File: src/rtl/nv_nvdla_sdp_hls_y_inp_cvt_out.sv
// SDP Y-path interpolation output converter: per-lane round/shift, saturate to OUT_W,
// two-stage valid/ready pipeline, plus a saturation event counter for the register file.
module nv_nvdla_sdp_hls_y_inp_cvt_out #(
    parameter int THROUGHPUT = 2,
    parameter int IN_W       = 32,
    parameter int OUT_W      = 16
) (
    input  logic                        nvdla_core_clk,
    input  logic                        nvdla_core_rstn,
    input  logic                        cvt_in_pvld,
    output logic                        cvt_in_prdy,
    input  logic [THROUGHPUT*IN_W-1:0]  cvt_in_pd,
    output logic                        cvt_out_pvld,
    input  logic                        cvt_out_prdy,
    output logic [THROUGHPUT*OUT_W-1:0] cvt_out_pd,
    input  logic [4:0]                  cfg_cvt_shift,
    input  logic                        sat_cnt_clr,
    output logic [31:0]                 sat_cnt
);

    // One guard bit so that the largest positive input plus the rounding constant cannot overflow.
    localparam int EXT_W = IN_W + 1;
    localparam logic signed [EXT_W-1:0] SAT_MAX  = EXT_W'(2**(OUT_W-1) - 1);
    localparam logic signed [EXT_W-1:0] SAT_MIN  = EXT_W'(-(2**(OUT_W-1)));
    localparam logic [OUT_W-1:0]        MAX_CODE = {1'b0, {(OUT_W-1){1'b1}}};
    localparam logic [OUT_W-1:0]        MIN_CODE = {1'b1, {(OUT_W-1){1'b0}}};

    logic s1_vld;
    logic s2_vld;
    logic s1_en;
    logic s2_en;
    logic out_xfer;

    logic signed [EXT_W-1:0]              rnd;
    logic [THROUGHPUT-1:0][EXT_W-1:0]     s1_sum;
    logic [THROUGHPUT-1:0][EXT_W-1:0]     s1_nxt;
    logic [THROUGHPUT-1:0][EXT_W-1:0]     s1_data;
    logic [THROUGHPUT-1:0][OUT_W-1:0]     s2_nxt;
    logic [THROUGHPUT-1:0][OUT_W-1:0]     s2_data;
    logic [THROUGHPUT-1:0]                sat_nxt;
    logic [THROUGHPUT-1:0]                s2_sat;
    logic [31:0]                          pop;
    logic [32:0]                          cnt_sum;

    assign s2_en        = !s2_vld || cvt_out_prdy;
    assign s1_en        = !s1_vld || s2_en;
    assign cvt_in_prdy  = s1_en;
    assign cvt_out_pvld = s2_vld;
    assign cvt_out_pd   = s2_data;
    assign out_xfer     = s2_vld && cvt_out_prdy;

    // NOTE: every variable written in a combinational block gets a default first, so no latch is inferred.
    always_comb begin
        rnd = '0;
        if (cfg_cvt_shift != 5'd0) begin
            rnd = EXT_W'(1) << (cfg_cvt_shift - 5'd1);
        end
        for (int i = 0; i < THROUGHPUT; i++) begin
            s1_sum[i] = EXT_W'($signed(cvt_in_pd[i*IN_W +: IN_W])) + rnd;
            s1_nxt[i] = $signed(s1_sum[i]) >>> cfg_cvt_shift;
        end
    end

    always_comb begin
        s2_nxt  = '0;
        sat_nxt = '0;
        for (int i = 0; i < THROUGHPUT; i++) begin
            if ($signed(s1_data[i]) > SAT_MAX) begin
                s2_nxt[i]  = MAX_CODE;
                sat_nxt[i] = 1'b1;
            end else if ($signed(s1_data[i]) < SAT_MIN) begin
                s2_nxt[i]  = MIN_CODE;
                sat_nxt[i] = 1'b1;
            end else begin
                s2_nxt[i]  = s1_data[i][OUT_W-1:0];
            end
        end
    end

    always_comb begin
        pop = '0;
        for (int i = 0; i < THROUGHPUT; i++) begin
            pop = pop + 32'(s2_sat[i]);
        end
        cnt_sum = {1'b0, sat_cnt} + {1'b0, pop};
    end

    // NOTE: sequential state is assigned with <= only, so every flop samples pre-edge values.
    always_ff @(posedge nvdla_core_clk or negedge nvdla_core_rstn) begin
        if (!nvdla_core_rstn) begin
            s1_vld  <= 1'b0;
            s1_data <= '0;
        end else begin
            if (s1_en) begin
                s1_vld <= cvt_in_pvld;
            end
            if (s1_en && cvt_in_pvld) begin
                s1_data <= s1_nxt;
            end
        end
    end

    always_ff @(posedge nvdla_core_clk or negedge nvdla_core_rstn) begin
        if (!nvdla_core_rstn) begin
            s2_vld  <= 1'b0;
            s2_data <= '0;
            s2_sat  <= '0;
        end else begin
            if (s2_en) begin
                s2_vld <= s1_vld;
            end
            if (s2_en && s1_vld) begin
                s2_data <= s2_nxt;
                s2_sat  <= sat_nxt;
            end
        end
    end

    // Clear wins over accumulation, but a coincident transfer still contributes its own count.
    always_ff @(posedge nvdla_core_clk or negedge nvdla_core_rstn) begin
        if (!nvdla_core_rstn) begin
            sat_cnt <= '0;
        end else if (sat_cnt_clr) begin
            sat_cnt <= out_xfer ? pop : 32'd0;
        end else if (out_xfer) begin
            sat_cnt <= cnt_sum[32] ? 32'hFFFF_FFFF : cnt_sum[31:0];
        end
    end

endmodule

File: config.mk
export PLATFORM = sky130hd
export DESIGN_NAME = nv_nvdla_sdp_hls_y_inp_cvt_out
export DESIGN_NICKNAME = d
export VERILOG_FILES = /design/src/rtl/nv_nvdla_sdp_hls_y_inp_cvt_out.sv
export SDC_FILE = /design/constraint.sdc
export NUM_CORES = 1
export LEC_CHECK = 0
export BUFFER_PORTS_ARGS = -buffer_cell sky130_fd_sc_hd__buf_2
export CAP_MARGIN = 20
export CELL_PAD_IN_SITES_DETAIL_PLACEMENT = 1
export CELL_PAD_IN_SITES_GLOBAL_PLACEMENT = 1
export CORE_ASPECT_RATIO = 1.2
export CORE_MARGIN = 1
export CORE_UTILIZATION = 25
export CTS_CLUSTER_SIZE = 8
export DETAILED_ROUTE_END_ITERATION = 12
export PLACE_DENSITY_LB_ADDON = 0.08
export SYNTH_ARGS = -nofsm -noshare
export SYNTH_HDL_FRONTEND = slang
export SYNTH_SLANG_ARGS = --single-unit
File: constraint.sdc
create_clock -name nvdla_core_clk -period 6.7 [get_ports nvdla_core_clk]
set_input_delay 1.005 -clock nvdla_core_clk [delete_from_list [all_inputs] [get_ports nvdla_core_clk]]
set_output_delay 1.005 -clock nvdla_core_clk [all_outputs]
set_load 0.02 [all_outputs]
Yosys cells after proc, flatten, opt, wreduce, memory -nomap -nowiden
Index checks and enable logic that the tools add are counted.
{"block": "totals", "ff_bits": 134, "in_bits": 74, "out_inout_bits": 66}
{"block": "op_classes", "shifts": 3, "n_addsub": 5, "n_reduce_logical": 9, "n_lt_le_gt_ge": 4, "mux": 13}
{"op": "32-bit two-way mux", "count": 3}
{"op": "32-bit by 33-bit adder with 33-bit output", "count": 2}
{"op": "33-bit by 16-bit > comparator with 1-bit output (second input constant)", "count": 2}
{"op": "33-bit by 16-bit < comparator with 1-bit output (second input constant)", "count": 2}
{"op": "33-bit by 5-bit >>> shifter with 33-bit output", "count": 2}
{"op": "16-bit two-way mux", "count": 4}
{"op": "32-bit by 2-bit adder with 33-bit output", "count": 1}
{"op": "33-bit two-way mux", "count": 1}
{"op": "1-bit by 5-bit left shift with 33-bit output (first input constant)", "count": 1}
{"op": "5-bit nonzero test", "count": 1}
{"op": "5-bit by 1-bit subtractor with 5-bit output (second input constant)", "count": 1}
{"op": "1-bit two-way mux", "count": 4}
{"op": "1-bit logical AND", "count": 3}
{"op": "1-bit by 1-bit adder with 2-bit output", "count": 1}
{"op": "1-bit logical NOT", "count": 2}
{"op": "1-bit logical OR", "count": 2}
{"op": "2-bit two-way mux", "count": 1}
{"op": "2-bit nonzero test", "count": 1}

Logic depth before layout (Yosys ltp)
{"block": "depth", "ltp_word": 5, "mapped_depth": 23, "mapped_depth_nobuf": 16}

Worst setup path after synthesis
No wires, ideal clock.
{"block": "synth_timing", "path_type": "input to register", "startpoint": "input cfg_cvt_shift[2]", "endpoint": "register s1_data[46] (netlist bit)", "setup_slack_ns": 0.837, "t_required_ns": 6.574, "stages": 21, "t_arrival_ns": 5.737, "path_cell_list": "buf_4 clkbuf_1 buf_1 clkinv_1 clkbuf_1 clkbuf_1 nor2_1 nand2_1 nor2_1 ha_1 clkbuf_1 a21o_1 a21o_1 nor3_1 a21oi_1 o31ai_1 nand3_1 mux4_2 mux2_2 mux2_2 a221o_1"}
{"block": "synth_via", "elab_chain_cells": 5}
{"item": "start, declared", "line_no": "16", "text": "input logic [4:0] cfg_cvt_shift,"}
{"item": "5-bit by 1-bit subtractor with 5-bit output", "line_no": "56", "text": "rnd = EXT_W'(1) << (cfg_cvt_shift - 5'd1);"}
{"item": "1-bit by 5-bit left shift with 33-bit output", "line_no": "56"}
{"item": "33-bit two-way mux", "line_no": "55", "text": "if (cfg_cvt_shift != 5'd0) begin"}
{"item": "32-bit by 33-bit adder with 33-bit output", "line_no": "59", "text": "s1_sum[i] = EXT_W'($signed(cvt_in_pd[i*IN_W +: IN_W])) + rnd;"}
{"item": "33-bit by 5-bit >>> shifter with 33-bit output *", "line_no": "60", "text": "s1_nxt[i] = $signed(s1_sum[i]) >>> cfg_cvt_shift;"}
{"item": "end signal, assigned", "line_no": "98", "text": "s1_data <= s1_nxt;"}
{"item": "end, declared", "line_no": "37", "text": "logic [THROUGHPUT-1:0][EXT_W-1:0] s1_data;"}
Every way passes the cells marked *; elsewhere a longest branch is shown, timed or not.
A chain may end at the register's enable or synchronous reset.

Final worst setup path
{"block": "layout_timing", "startpoint": "input cfg_cvt_shift[4]", "endpoint": "register s1_data[46] (netlist bit)"}
The elaborated chain is that of the path after synthesis.

==> impl_metrics.py <==
metrics = {
    "worst_setup_path": {
        "crit_fanout": 17,
        "cp.required_ps": 7030,
        "worstPathCellList": "buf_2, or3b_1, nor2_1, ha_1, inv_1, nor4_1, o22ai_1, nor2_1, nand2_1, o2111ai_1, nand3_1, mux4_2, mux2_2, mux2_2, a221o_1",
        "worst_setup_path_end_kind": "flip-flop",
        "slowest_stage": "sky130_fd_sc_hd__nor4_1",
        "worstSetupStartpointType": "primary input",
        "timing.critical_path.slowest_cell_delay_ps": 690,
        "crit_path_class": "primary input to flip-flop",
        "crit_arrival_ps": 6360,
    },
    "pwr": {
        "vdd.ir_drop.worst_mv": 0.118,
        "total_power_mw": 3.36,
        "pwr_density_cell_mw_per_mm2": 173,
        "static-leakage-power_nw": 7.73,
    },
    "synthesis": {
        "synthArstFlopShare_pct": 100,
        "instance_count_of_the_mapped_netlist": 2331,
        "synth_edf_count": 0,
        "synth-main-ff-cell": "sky130_fd_sc_hd__dfrtp_1",
        "synth.ff_latch_count": 134,
        "ys_types": 103,
        "synthesis.yosys.warnings": 0,
        "synth.avg_cell_area_sq_um": 7.31,
        "synth_top_area_share_pct": 19.7,
        "synth.yosys.seq_area_share_pct": 19.7,
        "synth.area.top_cells": "sky130_fd_sc_hd__dfrtp_1 20%, sky130_fd_sc_hd__nand2_1 5.2%, sky130_fd_sc_hd__nor2_1 5.2%",
        "cell_area_after_synthesis_sq_mm": 0.0170,
        "synth_largest_area_cell": "sky130_fd_sc_hd__dfrtp_1",
    },
    "timing": {
        "timing.final.setup_violations": 0,
        "grt_setup_unrepaired": "no",
        "holdWs_ps": 476,
        "min_period_over_period_pct": 90.0,
        "worst_clock_skew_ps": 17.1,
        "report.final.slew_viol_count": 0,
        "tightest_slew_ps": 1050,
        "fmaxAchievable_mhz": 166,
        "hold_violations": 0,
        "layout_setup_ws_ps": 672,
        "slew_headroom_pct": 29.7,
        "min_period_ps": 6030,
        "fin_tns_setup_ps": 0,
    },
    "die": {
        "die_x_microns": 240,
        "initial_standard_cell_utilization_of_the_core_pct": 25.3,
        "die_footprint_sq_mm": 0.0692,
        "row_cnt": 104,
        "design.core.area_sq_mm": 0.0673,
        "floorplan.die.height_microns": 288,
        "io_pins": 140,
    },
    "layout": {
        "multiInputGateArea_sq_mm": 0.0128,
        "fin_util_pct": 29.0,
        "layout.cells.non_filler": 3314,
        "nFillCells": 8223,
        "fin_area_sq_mm": 0.0195,
        "ff_latch_area_sq_mm": 0.00335,
        "area_growth_pct": 14.4,
        "layout.nets": 2512,
        "drive_above_1_share_pct": 14.4,
    },
    "run": {
        "timing.max_cap.violations": 0,
    },
    "route": {
        "drt_iter0_markers": 1628,
        "drt_first_pass_iters": 5,
        "avgRoutedWirePerCell_microns": 30.9,
        "route.antenna.remaining_nets": 0,
        "drt-total-wl_microns": 102000,
        "via_count": 20600,
        "vias_per_cell": 6.20,
        "route.detailed.drc": 0,
    },
    "global_routing": {
        "grt_pass1_wl_microns": 148000,
        "antenna_violations_before_repair": 0,
        "gr_overflow_total": 0,
        "grt_max_degree": 89,
        "grt_pass1_vias": 20700,
        "grt.total_usage_pct": 29.1,
    },
    "clocking": {
        "cts.hold.buffers_added": 0,
        "post_cts.resized_instances": 0,
        "cts_buffer_depth": 2,
        "cts.sinks": 134,
        "tritoncts.num_buffers": 17,
        "postCtsSetupRepairBufs": 0,
        "root_buffer": "sky130_fd_sc_hd__clkbuf_16",
        "insertion_delay_ps": 440,
        "worst_setup_hold_path_clk_slew_ps": 70,
        "cts.htree.levels": 4,
        "cts_tree": "yes",
    },
    "placed_design": {
        "port_buffers": 139,
        "place_inst": 3279,
        "dp_hpwl_microns": 81100,
        "postPlaceCellArea_sq_mm": 0.0189,
        "worst_setup_slack_before_clock_tree_synthesis_ps": 331,
        "routabilityCongestion": 0.959,
    },
    "worst_hold_path": {
        "hold_path.class": "flip-flop to flip-flop",
    },
    "outcome": {
        "outcome": "finished clean",
    },
}
## layer usage
| metal | global-route usage, % | wire [microns] |
|---|---|---|
| met3 | 2.38 | 4370 |
| met1 | 36.7 | 43700 |
| met2 | 50.4 | 49800 |
| met4 | 12.9 | 4670 |
| met5 | 0 | 0 |
## logic make-up (layout without fill, tap and decap cells)
logic type | Yosys count | after routing | synth area share, %
xor+xnor | 52 | 52 | 2.75
compound gates | 886 | 886 | 36.5
mux | 80 | 80 | 5.77
other cells | 1 | 4 | 0.0220
fa+ha+maj | 41 | 41 | 3.04
flops | 134 | 134 | 19.7
buf+inv | 224 | 303 | 5.22
simple gates | 913 | 913 | 27.0
## layout by cell type (no fill, tap or decap), types with 19 or more instances in the layout
master and instances:
sky130_fd_sc_hd__a211oi_1 53, sky130_fd_sc_hd__a21o_1 42, sky130_fd_sc_hd__a21oi_1 155, sky130_fd_sc_hd__a22oi_1 25, sky130_fd_sc_hd__a31oi_1 40, sky130_fd_sc_hd__and2_1 27, sky130_fd_sc_hd__and3_1 41, sky130_fd_sc_hd__buf_2 136
sky130_fd_sc_hd__buf_4 94, sky130_fd_sc_hd__dfrtp_1 134, sky130_fd_sc_hd__ha_1 39, sky130_fd_sc_hd__inv_1 34, sky130_fd_sc_hd__mux2i_1 52, sky130_fd_sc_hd__nand2_1 235, sky130_fd_sc_hd__nand2b_1 19, sky130_fd_sc_hd__nand3_1 81
sky130_fd_sc_hd__nand4_1 52, sky130_fd_sc_hd__nor2_1 233, sky130_fd_sc_hd__nor3_1 57, sky130_fd_sc_hd__nor4_1 29, sky130_fd_sc_hd__o2111ai_1 20, sky130_fd_sc_hd__o211ai_1 67, sky130_fd_sc_hd__o21a_1 30, sky130_fd_sc_hd__o21ai_0 141
sky130_fd_sc_hd__o21ai_1 21, sky130_fd_sc_hd__o221ai_1 23, sky130_fd_sc_hd__o31ai_1 20, sky130_fd_sc_hd__or3_1 25, sky130_fd_sc_hd__xnor2_1 34
## Yosys cell counts, types with 25 or more instances
cell and n:
sky130_fd_sc_hd__nand2_1 236, sky130_fd_sc_hd__nor2_1 235, sky130_fd_sc_hd__a21oi_1 155, sky130_fd_sc_hd__clkbuf_1 142, sky130_fd_sc_hd__o21ai_0 141, sky130_fd_sc_hd__dfrtp_1 134, sky130_fd_sc_hd__nand3_1 81, sky130_fd_sc_hd__o211ai_1 67
sky130_fd_sc_hd__nor3_1 57, sky130_fd_sc_hd__a211oi_1 53, sky130_fd_sc_hd__mux2i_1 52, sky130_fd_sc_hd__nand4_1 52, sky130_fd_sc_hd__a21o_1 42, sky130_fd_sc_hd__and3_1 41, sky130_fd_sc_hd__a31oi_1 40, sky130_fd_sc_hd__ha_1 39
sky130_fd_sc_hd__inv_1 35, sky130_fd_sc_hd__xnor2_1 34, sky130_fd_sc_hd__o21a_1 30, sky130_fd_sc_hd__nor4_1 29, sky130_fd_sc_hd__and2_1 28, sky130_fd_sc_hd__a22oi_1 25, sky130_fd_sc_hd__buf_1 25, sky130_fd_sc_hd__or3_1 25
## report_power, final
part	switching (mW)	internal (mW)	leakage [nW]
clock network	0.410	0.556	0.289
registers	0.111	0.938	1.66
logic	0.919	0.428	5.78
total	1.44	1.92	7.73
## critical path: cells and delay by family
kind | cells | cell delay, ps
compound gates | 3 | 760
fa+ha+maj | 1 | 340
buf+inv | 2 | 540
mux | 3 | 1130
simple gates | 6 | 2560
## path summary, 6_finish.rpt
kind	slack [ps]	startpoint	endpoint	cells past startpoint
setup / recovery	670	cfg_cvt_shift[4]	s1_data[46]$_DFFE_PN0P_	15
hold / removal	480	cvt_out_pd[17]$_DFFE_PN0P_	cvt_out_pd[17]$_DFFE_PN0P_	2
setup reg to reg	2280	s2_sat[1]$_DFFE_PN0P_	sat_cnt[21]$_DFFE_PN0P_	14
hold reg to reg	480	cvt_out_pd[17]$_DFFE_PN0P_	cvt_out_pd[17]$_DFFE_PN0P_	2
max in group asynchronous	4770	nvdla_core_rstn	s1_data[56]$_DFFE_PN0P_	2
min in group asynchronous	660	nvdla_core_rstn	sat_cnt[8]$_DFFE_PN0P_	1
## area by class of cell
| type | count | share of cell area (%) |
|---|---|---|
| Inverter | 38 | 0.732 |
| Clock inverter | 15 | 0.867 |
| Multi-Input combinational cell | 1974 | 65.8 |
| Clock buffer | 17 | 2.18 |
| Timing Repair Buffer | 233 | 7.42 |
| Antenna cell | 2 | 0.0257 |
| Tap cell | 901 | 5.79 |
| Sequential cell | 134 | 17.2 |
## sequential cells by signal, indices dropped and copies added, names as in the netlist
signal / flops
s2_sat: 2
s1_vld: 1
cvt_out_pvld: 1
sat_cnt: 32
cvt_out_pd: 32
s1_data: 66
No activity file was read; power rests on OpenSTA's default activity.
